### config.mk
export PLATFORM = sky130hd
export DESIGN_NAME = chunked_addsub
export DESIGN_NICKNAME = d
export VERILOG_FILES = /design/src/rtl/addsub_pkg.sv /design/src/rtl/addsub_chunk.sv /design/src/rtl/chunked_addsub.sv
export SDC_FILE = /design/constraint.sdc
export NUM_CORES = 1
export LEC_CHECK = 0
export CAP_MARGIN = 5
export CORE_UTILIZATION = 50
export DETAILED_ROUTE_END_ITERATION = 8
export GPL_ROUTABILITY_DRIVEN = 1
export GPL_TIMING_DRIVEN = 1
export PLACE_DENSITY = 0.77
export SYNTH_ARGS = -nofsm -noshare
export SYNTH_HDL_FRONTEND = slang
export SYNTH_SLANG_ARGS = --single-unit
### constraint.sdc
create_clock -name clk -period 3.1 [get_ports clk]
set_input_delay 0.31 -clock clk [delete_from_list [all_inputs] [get_ports clk]]
set_output_delay 0.31 -clock clk [all_outputs]
set_load 0.03 [all_outputs]
### src/rtl/addsub_pkg.sv
// Shared types and constants for the chunked add/subtract unit.
package addsub_pkg;

  typedef enum logic [1:0] {
    IDLE = 2'd0,
    RUN  = 2'd1,
    DONE = 2'd2
  } state_t;

  // Bit positions inside the {zero, negative, overflow} status word.
  localparam int STAT_Z = 2;
  localparam int STAT_N = 1;
  localparam int STAT_V = 0;

endpackage

### src/rtl/addsub_chunk.sv
// One CHUNK-bit slice of the ripple adder; purely combinational.
module addsub_chunk #(
  parameter int CHUNK = 4
) (
  input  logic [CHUNK-1:0] x,
  input  logic [CHUNK-1:0] y,
  input  logic             cin,
  output logic [CHUNK-1:0] s,
  output logic             cout
);

  assign {cout, s} = {1'b0, x} + {1'b0, y} + {{CHUNK{1'b0}}, cin};

endmodule

### src/rtl/chunked_addsub.sv
// Multi-cycle two's-complement add/subtract, one CHUNK-bit slice per clock.
// Optional build macro ADDSUB_SAT_EN selects saturating results on overflow.
module chunked_addsub
  import addsub_pkg::*;
#(
  parameter int WIDTH = 16,
  parameter int CHUNK = 4
) (
  input  logic             clk,
  input  logic             rst_n,
  input  logic             in_valid,
  output logic             in_ready,
  input  logic [WIDTH-1:0] a,
  input  logic [WIDTH-1:0] b,
  input  logic             sub,
  output logic             out_valid,
  input  logic             out_ready,
  output logic [WIDTH-1:0] result,
  output logic [2:0]       status,
  output logic             carry_out
);

  localparam int NCHUNK = WIDTH / CHUNK;
  localparam int IDX_W  = (NCHUNK > 1) ? $clog2(NCHUNK) : 1;
  // Slot table is padded to a power of two so idx never selects past its end.
  localparam int NSLOT  = 1 << IDX_W;
  localparam logic [IDX_W-1:0] LAST_IDX = IDX_W'(NCHUNK - 1);

`ifdef ADDSUB_SAT_EN
  localparam logic [WIDTH-1:0] SAT_POS = {1'b0, {(WIDTH-1){1'b1}}};
  localparam logic [WIDTH-1:0] SAT_NEG = {1'b1, {(WIDTH-1){1'b0}}};
`endif

  state_t state, state_next;

  logic [WIDTH-1:0] op_a, op_b;
  logic             carry;
  logic             nz;
  logic [IDX_W-1:0] idx;
  logic             last;
  logic [CHUNK-1:0] a_slot [NSLOT];
  logic [CHUNK-1:0] b_slot [NSLOT];
  logic [CHUNK-1:0] slice_sum;
  logic             slice_cout;
  logic             ovf;
  logic [2:0]       fin_status;

  for (genvar g = 0; g < NSLOT; g++) begin : g_slot
    if (g < NCHUNK) begin : g_used
      assign a_slot[g] = op_a[g*CHUNK +: CHUNK];
      assign b_slot[g] = op_b[g*CHUNK +: CHUNK];
    end else begin : g_pad
      assign a_slot[g] = '0;
      assign b_slot[g] = '0;
    end
  end

  addsub_chunk #(.CHUNK(CHUNK)) u_chunk (
    .x    (a_slot[idx]),
    .y    (b_slot[idx]),
    .cin  (carry),
    .s    (slice_sum),
    .cout (slice_cout)
  );

  assign last = (idx == LAST_IDX);

  // op_b already holds ~b for a subtract, so the add-overflow rule covers both.
  always_comb begin
    // NOTE: every combinational output gets a default first so no latch is inferred.
    fin_status         = '0;
    ovf                = (op_a[WIDTH-1] == op_b[WIDTH-1]) &&
                         (slice_sum[CHUNK-1] != op_a[WIDTH-1]);
    fin_status[STAT_V] = ovf;
    fin_status[STAT_N] = slice_sum[CHUNK-1];
    fin_status[STAT_Z] = ~(nz | (|slice_sum));
`ifdef ADDSUB_SAT_EN
    if (ovf) begin
      fin_status[STAT_N] = op_a[WIDTH-1];
      fin_status[STAT_Z] = 1'b0;
    end
`endif
  end

  always_ff @(posedge clk or negedge rst_n) begin
    // NOTE: sequential state uses non-blocking assignments so all registers update together.
    if (!rst_n) state <= IDLE;
    else        state <= state_next;
  end

  always_comb begin
    state_next = state;
    case (state)
      IDLE:    if (in_valid) state_next = RUN;
      RUN:     if (last)     state_next = DONE;
      DONE:    if (out_ready) state_next = IDLE;
      default: state_next = IDLE;
    endcase
  end

  always_comb begin
    in_ready  = (state == IDLE);
    out_valid = (state == DONE);
  end

  always_ff @(posedge clk or negedge rst_n) begin
    if (!rst_n) begin
      op_a      <= '0;
      op_b      <= '0;
      carry     <= 1'b0;
      nz        <= 1'b0;
      idx       <= '0;
      result    <= '0;
      status    <= '0;
      carry_out <= 1'b0;
    end else begin
      case (state)
        IDLE: begin
          if (in_valid) begin
            op_a  <= a;
            op_b  <= b ^ {WIDTH{sub}};
            carry <= sub;
            idx   <= '0;
            nz    <= 1'b0;
          end
        end
        RUN: begin
          for (int i = 0; i < NCHUNK; i++) begin
            if (idx == IDX_W'(i)) result[i*CHUNK +: CHUNK] <= slice_sum;
          end
          carry <= slice_cout;
          nz    <= nz | (|slice_sum);
          idx   <= idx + 1'b1;
          if (last) begin
            carry_out <= slice_cout;
            status    <= fin_status;
`ifdef ADDSUB_SAT_EN
            if (ovf) result <= op_a[WIDTH-1] ? SAT_NEG : SAT_POS;
`endif
          end
        end
        default: ;
      endcase
    end
  end

endmodule
==> out/results.tsv, run 1 <==
metric	value	unit
status	complete, no violations	
cp_max_fo	6	
peakVddDrop	740	uV
overflow	0	
fmax	0.358	GHz
grt_pass1_wl	9.04	mm
power.leakage	1.56	nW
synth_cell_types	33	
synth_edf_count	0	
ff_latch_area	0.00143	mm^2
synth_top_area_share	52.9	%
post-route-min-period	2.79	ns
root_buffer	clkbuf_8	
floorplan.rows	26	
io_buffers	58	
synth.largest_area_cell	dfrtp_1	
clk_pin_slew_worst_paths	0.06	ns
cts_sinks	57	
hold_viol	0	
path_class	flip-flop to flip-flop	
postCtsSetupRepairBufs	0	
initial_core_util	52.5	%
p_per_area	1230	mW/mm^2
die_w	75.5	um
ios	59	
ant_nets	0	
yosysSeqAreaShare	52.9	%
holdBufCountCts	0	
yosys-top-cells-count	nand2_1 (64), dfrtp_1 (57), nor2_1 (21), a21oi_1 (18), xnor2_1 (18)	
cts_tree	done	
rsz0062_at_grt	no	
synthesis.area	0.00270	mm^2
multi_input_area	0.00118	mm^2
arrival	3.06	ns
place.gp.congestion	0.863	
cts_htree_levels	3	
dieHeight	75.5	um
avgSynthCellArea	10.7	um^2
fin_hold_ws	0.0114	ns
syn2layout_area_growth	30.6	%
rr_startpoint	idx[0]	
cts_buffers	9	
routed_wl	5.36	mm
layout-drive-gt1-share	12.7	%
vias_per_cell	5.06	
hp-class	input pin to async pin	
dieArea	0.00569	mm^2
post_cts_resized	0	
clkLatencyLatePin	0.34	ns
async_flop_share	100	%
skew	0.00558	ns
fin_nets	357	
synth_cells	252	
first_pass_iters	4	
core	0.00514	mm^2
routedWlPerCell	13.9	um
synthesis.nets	298	
end_kind	flip-flop	
ys_ff_latch	57	
hpwl	3.87	mm
grt_max_degree	45	
ys_top_cells_by_area	dfrtp_1 (53%), nand2_1 (8.9%), mux4_2 (6.7%), xnor2_1 (5.8%), a21oi_1 (3.3%)	
start_kind	flip-flop	
vias	1955	
final_min_period_over_clock_period	90.0	%
setup_viol	0	
fin_tns_setup	0	ns
critPathLaunch	idx[0]	
clock_path_buffers	2	
globalRouteMet1Util	30.8	%
synth_most_common_cell	nand2_1	
max_cap_violations	0	
grt_busiest_layer	met2	
tightest_slew	0.890	ns
met3_usage	4.10	%
yosysWarnings	0	
antennaDiodeCount	0	
relSlewSlack	40.5	%
synth-main-ff-cell	dfrtp_1	
grt_use_met2	33.8	%
first_global_vias	1916	
grt_util_all_layers	22.0	%
antenna_found_initial	0	
fillCellCount	420	
route.detailed.drc	0	
maxSlewViolCount	0	
drtIter0Drc	123	
required	3.37	ns
[registers in the layout, indices dropped and copies added (netlist names)]
signal / cells
carry: 1
result: 15
op_a: 16
nz: 1
idx: 2
carry_out: 1
status: 3
op_b: 16
state: 2
[worst paths after layout]
kind,end,slack [ns],depth (start not counted)
max,status[2],0.31,7
min,state[1],0.01,1
max reg2reg,status[2],0.31,7
min reg2reg,op_a[4],0.47,2
max in group asynchronous,op_a[12],2.30,2
min in group clk,op_a[4],0.47,2
[placed cells by master, fill, tap and decap left out, drive strengths merged, types with 8 or more instances in the layout]
master / count
nand2: 65
xnor2: 18
a21oi: 19
mux2: 8
o21ai: 13
mux4: 8
nor2: 21
clkbuf: 15
clkdlybuf4s50: 57
dfrtp: 57
[stage by stage]
stage	cells	utilization (%)	total power, mW	cell area (um^2)	worst slack [ns]
after detailed placement	370	64.4	3.65	3310	0.367
after floorplan	252	-	2.95	2700	0.409
after global placement	370	64.4	3.58	3310	0.445
final	386	68.5	4.34	3520	0.310
after global routing	386	68.5	4.68	3520	0.0894
after CTS	386	68.5	4.36	3520	0.305
[report_power, final]
part | internal (mW) | switching, mW
registers | 1.11 | 0.266
clock network | 0.420 | 0.281
logic | 0.984 | 1.28
[layer usage]
metal	up-vias	part of all wire (%)
met3	11	4.6
met5	-	0
li1	956	-
met4	0	1.9
met1	931	47
met2	57	47
[critical path, stage by stage, from the launching register on]
cell and delay [ns]:
dfrtp_1 0.54, mux4_2 0.57, fa_1 0.45, fa_1 0.53
nor3_1 0.28, nand2_1 0.09, nor2_1 0.13, a22o_1 0.13
[cell families after synthesis]
group	count (synthesis)	synth area share (%)
AO/OA/AOI/OAI	40	8.49
multiplexers	16	10.0
AND/OR/NAND/NOR	95	14.6
adder cells (fa/ha/maj)	9	4.73
XOR/XNOR	18	5.84
buffers and inverters	17	3.48
flip-flops	57	52.9
[area by class of cell]
| class | instances | share of cell area [%] |
|---|---|---|
| flip-flops and latches | 57 | 40.5 |
| clock inverters | 1 | 0.142 |
| well taps | 70 | 2.49 |
| repair buffers | 61 | 17.0 |
| inverters | 4 | 0.426 |
| clock buffers | 15 | 5.86 |
| multi-input cells | 178 | 33.6 |
No activity file was read; power rests on OpenSTA's default activity.
==> run 2, diff against run 1 <==
--- a/config.mk
+++ b/config.mk
@@ -6,11 +6,12 @@
 export NUM_CORES = 1
 export LEC_CHECK = 0
 export CAP_MARGIN = 5
-export CORE_UTILIZATION = 50
+export CORE_UTILIZATION = 60
 export DETAILED_ROUTE_END_ITERATION = 8
+export DONT_BUFFER_PORTS = 1
 export GPL_ROUTABILITY_DRIVEN = 1
 export GPL_TIMING_DRIVEN = 1
-export PLACE_DENSITY = 0.77
+export PLACE_DENSITY = 0.74
 export SYNTH_ARGS = -nofsm -noshare
 export SYNTH_HDL_FRONTEND = slang
 export SYNTH_SLANG_ARGS = --single-unit
==> out/results.tsv, run 2 (synthesis gave the netlist of run 1 again) <==
metric	value	unit
routed_wl	4.89	mm
cp_common_cell	fa_1	
hold_viol	0	
path_class	flip-flop to flip-flop	
cts_tree	done	
root_buffer	clkbuf_8	
syn2layout_area_growth	10.8	%
vias_per_cell	5.63	
cts_sinks	57	
ant_nets	0	
rsz0062_at_grt	no	
core	0.00432	mm^2
pwr-share-seq	38.6	%
die_w	69.1	um
fin_hold_ws	0.0787	ns
hpwl	3.41	mm
postCtsSetupRepairBufs	0	
largestRegisters	op_a (16), op_b (16), result (15)	
dieHeight	69.1	um
p_switching	1.79	mW
crit_slowest_cell	mux4_2	
ios	59	
dieArea	0.00477	mm^2
skew	0.0102	ns
arrival	2.92	ns
maxSlewViolCount	0	
peakVddDrop	640	uV
power.leakage	1.37	nW
final_cell_mix	nand2_1 (64), dfrtp_1 (57), nor2_1 (21), xnor2_1 (18), a21oi_1 (18)	
vias	1755	
power	4.21	mW
start_kind	flip-flop	
antennaDiodeCount	0	
route.detailed.drc	0	
place.gp.congestion	0.781	
cts_buffers	9	
floorplan.rows	24	
cp_max_fo	7	
clk_pin_slew_worst_paths	0.07	ns
crit_path_cell_trace	mux4_2, fa_1, fa_1, nor3_1, nand2_1, nor2_1, a22o_1	
pwr-share-comb	42.3	%
layout-drive-gt1-share	15.4	%
drtIter0Drc	107	
grt_pass1_wl	8.28	mm
cp.buffers_inverters	0	
final_min_period_over_clock_period	85.2	%
relSlewSlack	59.4	%
required	3.38	ns
p_per_area	1410	mW/mm^2
setup_viol	0	
path_delay_family	adder cells	
first_global_vias	1735	
fillCellCount	333	
grt_util_all_layers	22.8	%
post-route-min-period	2.64	ns
fin_nets	301	
switching_share	42.6	%
grt_max_degree	58	
initial_core_util	62.4	%
overflow	0	
routedWlPerCell	15.7	um
clkLatencyLatePin	0.34	ns
mostFrequentLayoutCell	nand2_1	
internal-power	2.41	mW
clockPowerShare	19.2	%
max_stage_delay	0.56	ns
fin_tns_setup	0	ns
finish.utilization	69.1	%
hp-class	input pin to flip-flop	
clock_path_buffers	2	
status	complete, no violations	
antenna_found_initial	0	
max_cap_violations	0	
first_pass_iters	4	
tightest_slew	0.607	ns
fmax	0.379	GHz
cts_htree_levels	3	
post_cts_resized	0	
io_buffers	0	
end_kind	flip-flop	
[run 2: changes by cell type in the layout (fill, tap and decap cells not counted)]
cell / change
buf_16: +1
dlygate4sd3_1: +1
clkdlybuf4s50_1: -57
buf_2: -1
bufinv_16: +2
clkbuf_8: -3
clkinv_4: +1
[run 2: layout make-up]
cell class / count / area [um^2] / share of cell area [%]
Clock inverter: 4 / 73.8 / 2.47
Tap cell: 52 / 65.1 / 2.18
Clock buffer: 12 / 165 / 5.53
Sequential cell: 57 / 1430 / 47.7
Multi-Input combinational cell: 178 / 1180 / 39.6
Inverter: 4 / 15.0 / 0.502
Timing Repair Buffer: 5 / 60.1 / 2.01
[run 2: path summary, 6_finish.rpt]
kind	startpoint	endpoint	slack (ns)	cells past startpoint
min reg2reg	op_a[14]	op_a[14]	0.47	2
max in group asynchronous	rst_n	op_a[1]	2.35	2
max	idx[0]	status[2]	0.46	7
max reg2reg	idx[0]	status[2]	0.46	7
min in group asynchronous	rst_n	result[14]	0.51	2
min	a[14]	op_a[14]	0.08	2
[run 2: layer usage]
metal | vias to the layer above | part of all wire [%] | global-route usage (%)
met5 | - | 0 | 0
met4 | 0 | 2.4 | 14.3
met3 | 11 | 5.2 | 6.14
met2 | 66 | 47 | 34.0
met1 | 827 | 45 | 29.7
li1 | 851 | - | -
[run 2: through the flow]
step | worst slack, ns | std cells | instance area [um^2]
floorplan | 0.409 | 252 | 2700
global placement | 0.511 | 294 | 2710
detailed placement | 0.446 | 294 | 2710
CTS | 0.435 | 312 | 2990
global route | 0.216 | 312 | 2990
finish | 0.459 | 312 | 2990
[run 2: power by group through the flow]
stage               clock network, mW  registers [mW]  logic, mW
finish                          0.806            1.62       1.78
global route                    0.843            1.67       2.04
CTS                             0.815            1.63       1.80
detailed placement                  0            1.64       1.77
global placement                    0            1.63       1.70
floorplan                           0            1.51       1.44
[run 2: timing repair]
action                     4_1_cts  5_1_grt
setup endpoints to repair        0        0
hold endpoints to repair        57        0
hold buffers                     2        0
[run 2: worst register-to-register path, stage by stage, from the launching register on]
cell and delay (ns):
dfrtp_1 0.50, mux4_2 0.56, fa_1 0.45, fa_1 0.53, nor3_1 0.27, nand2_1 0.08
nor2_1 0.08, a22o_1 0.12
==> RTL edit, RTL diff (settings of run 1) <==
Put one more register stage on the output `status`. The value now appears one clock later. The other outputs are not delayed to match.
--- a/src/rtl/chunked_addsub.sv
+++ b/src/rtl/chunked_addsub.sv
@@ -27,2 +27,4 @@
   localparam logic [IDX_W-1:0] LAST_IDX = IDX_W'(NCHUNK - 1);
+
+  logic [2:0] status_s0;
 
@@ -113,3 +115,3 @@
       result    <= '0;
-      status    <= '0;
+      status_s0 <= '0;
       carry_out <= 1'b0;
@@ -135,3 +137,3 @@
             carry_out <= slice_cout;
-            status    <= fin_status;
+            status_s0 <= fin_status;
 `ifdef ADDSUB_SAT_EN
@@ -146,2 +148,6 @@
 
+  always_ff @(posedge clk) begin
+    status <= status_s0;
+  end
+
 endmodule
Behaviour: not the same (Yosys sat finds a counterexample within 10 cycles, from zero or initial values and one cycle with rst_n low).
==> RTL edit against run 1 <==
First-iteration DRC count fell by 44%. Sequential cell count up 3. Worst setup slack better by 65 ps. Synthesized area up 2.2%. Via count grew 0.61%. Fmax is 2.4% higher. Utilization shrank 0.33 points. Total power fell by 0.82%. Combinational power hardly changed. Design area grew 0.78%. Wire length up 2.6%. Critical path type unchanged. Highest routed layer unchanged.
==> RTL edit: results (changes against run 1) <==
* First-pass GRT wire length at 9.71 mm (+7.4%)
* Placed Area at 3390 um2 (+2.3%)
* Slew HR at 39.1% (-1.4 points)
* Seq/Total Area, Yosys at 53.9% (+1.0 points)
* CP arrival at 3000 ps (-60 ps)
* CP max FO at 7 (+1)
* Syn_nets at 301 (+1.0%)
* FF-to-FF setup slack at 380 ps (+60 ps)
* Multiplexer share of the synthesized area at 9.80% (-0.22 points)
* DR vias/cell at 5.03 (-0.67%)
* Post-route clock skew at 6.02 ps (+0.440 ps)
* Final #Nets at 362 (+1.4%)
* Peak supply drop at 0.776 mV (+4.9%)
* Initial DRC Count at 69 (-44%)
* Status: finished clean
* Global-route usage over all layers at 21.7% (-0.28 points)
* Post-DP HPWL at 3.97 mm (+2.5%)
* Routability Congestion at 0.799 (-7.3%)
* Synth top area cells: dfrtp_1 52%, nand2_1 8.7%, mux4_2 6.5%
* Ys async rst share at 95.0% (-5.0 points)
* Largest net degree at the start of global routing at 42 (-6.7%)
* Vias in the first global route at 2023 (+5.6%)
* Static leakage at 0.00157 uW (+0.67%)
* Synth cell types at 34 (+3.0%)
* Fmax at 0.367 GHz (+2.4%)
* Compound-Gate Fraction of Synth Area at 8.30% (-0.18 points)
* Final WL at 5.50 mm (+2.6%)
* Synth Area in XOR/XNOR at 5.72% (-0.13 points)
* # fillers at 402 (-4.3%)
* Ys Warns at 0 (unchanged)
-- RTL edit: cell types whose count changed in the layout (fill, tap and decap cells not counted) --
cell / run 1 / this run
buf_4: 3 / 5
clkbuf_1: 0 / 3
clkbuf_8: 15 / 10
clkinv_2: 1 / 3
dfxtp_1: 0 / 3
-- RTL edit: path summary, 6_finish.rpt --
path	start	end	depth (start not counted)
worst max register to register	idx[0]	status_s0[2]	7
worst min-delay path	rst_n	result[6]	1
min in group clk	status_s0[0]	status[0]	0
worst max-delay path	idx[0]	status_s0[2]	7
max in group asynchronous	rst_n	op_a[10]	2
worst min register to register	status_s0[0]	status[0]	0
-- RTL edit: worst reg2reg max path, stage by stage (launching register included) --
cell and delay (ps):
dfrtp_1 510, mux4_2 560, fa_1 460, fa_1 420, xnor2_1 370, nand2_1 100, nor2_1 110, a22o_1 130
-- RTL edit: power by group --
group | switching [uW] | internal, uW | leakage (uW)
sequential | 272 | 1170 | 0.000704
combinational | 1270 | 995 | 0.000780
clock | 292 | 308 | 0.0000872
total | 1830 | 2470 | 0.00157
-- RTL edit: routing by layer --
layer / vias up / wire (um) / track usage, %
li1: 967 / - / -
met1: 928 / 2600 / 30.3
met2: 59 / 2520 / 32.1
met3: 13 / 271 / 4.43
met4: 0 / 109 / 11.5
met5: - / 0 / 0
-- RTL edit: stage by stage --
step / util (%) / hold WS [ps] / cells
2_1_floorplan: - / 14.4 / 255
3_3_place_gp: 65.0 / 362 / 375
3_5_place_dp: 65.0 / 361 / 375
4_1_cts: 68.2 / 101 / 391
5_1_grt: 68.2 / 168 / 391
6_report: 68.2 / 82.8 / 391
-- RTL edit: cells by family (layout without fill, tap and decap cells) --
family | Yosys count | in the layout
mux | 16 | 16
buf+inv | 17 | 83
xor+xnor | 18 | 18
compound gates | 40 | 40
fa+ha+maj | 9 | 9
flops | 60 | 60
simple gates | 95 | 95
-- RTL edit: layout make-up --
class | count | share of cell area (%)
inverters | 4 | 0.423
repair buffers | 63 | 17.3
multi-input cells | 178 | 33.3
flip-flops and latches | 60 | 41.9
well taps | 70 | 2.47
clock buffers | 13 | 4.19
clock inverters | 3 | 0.423
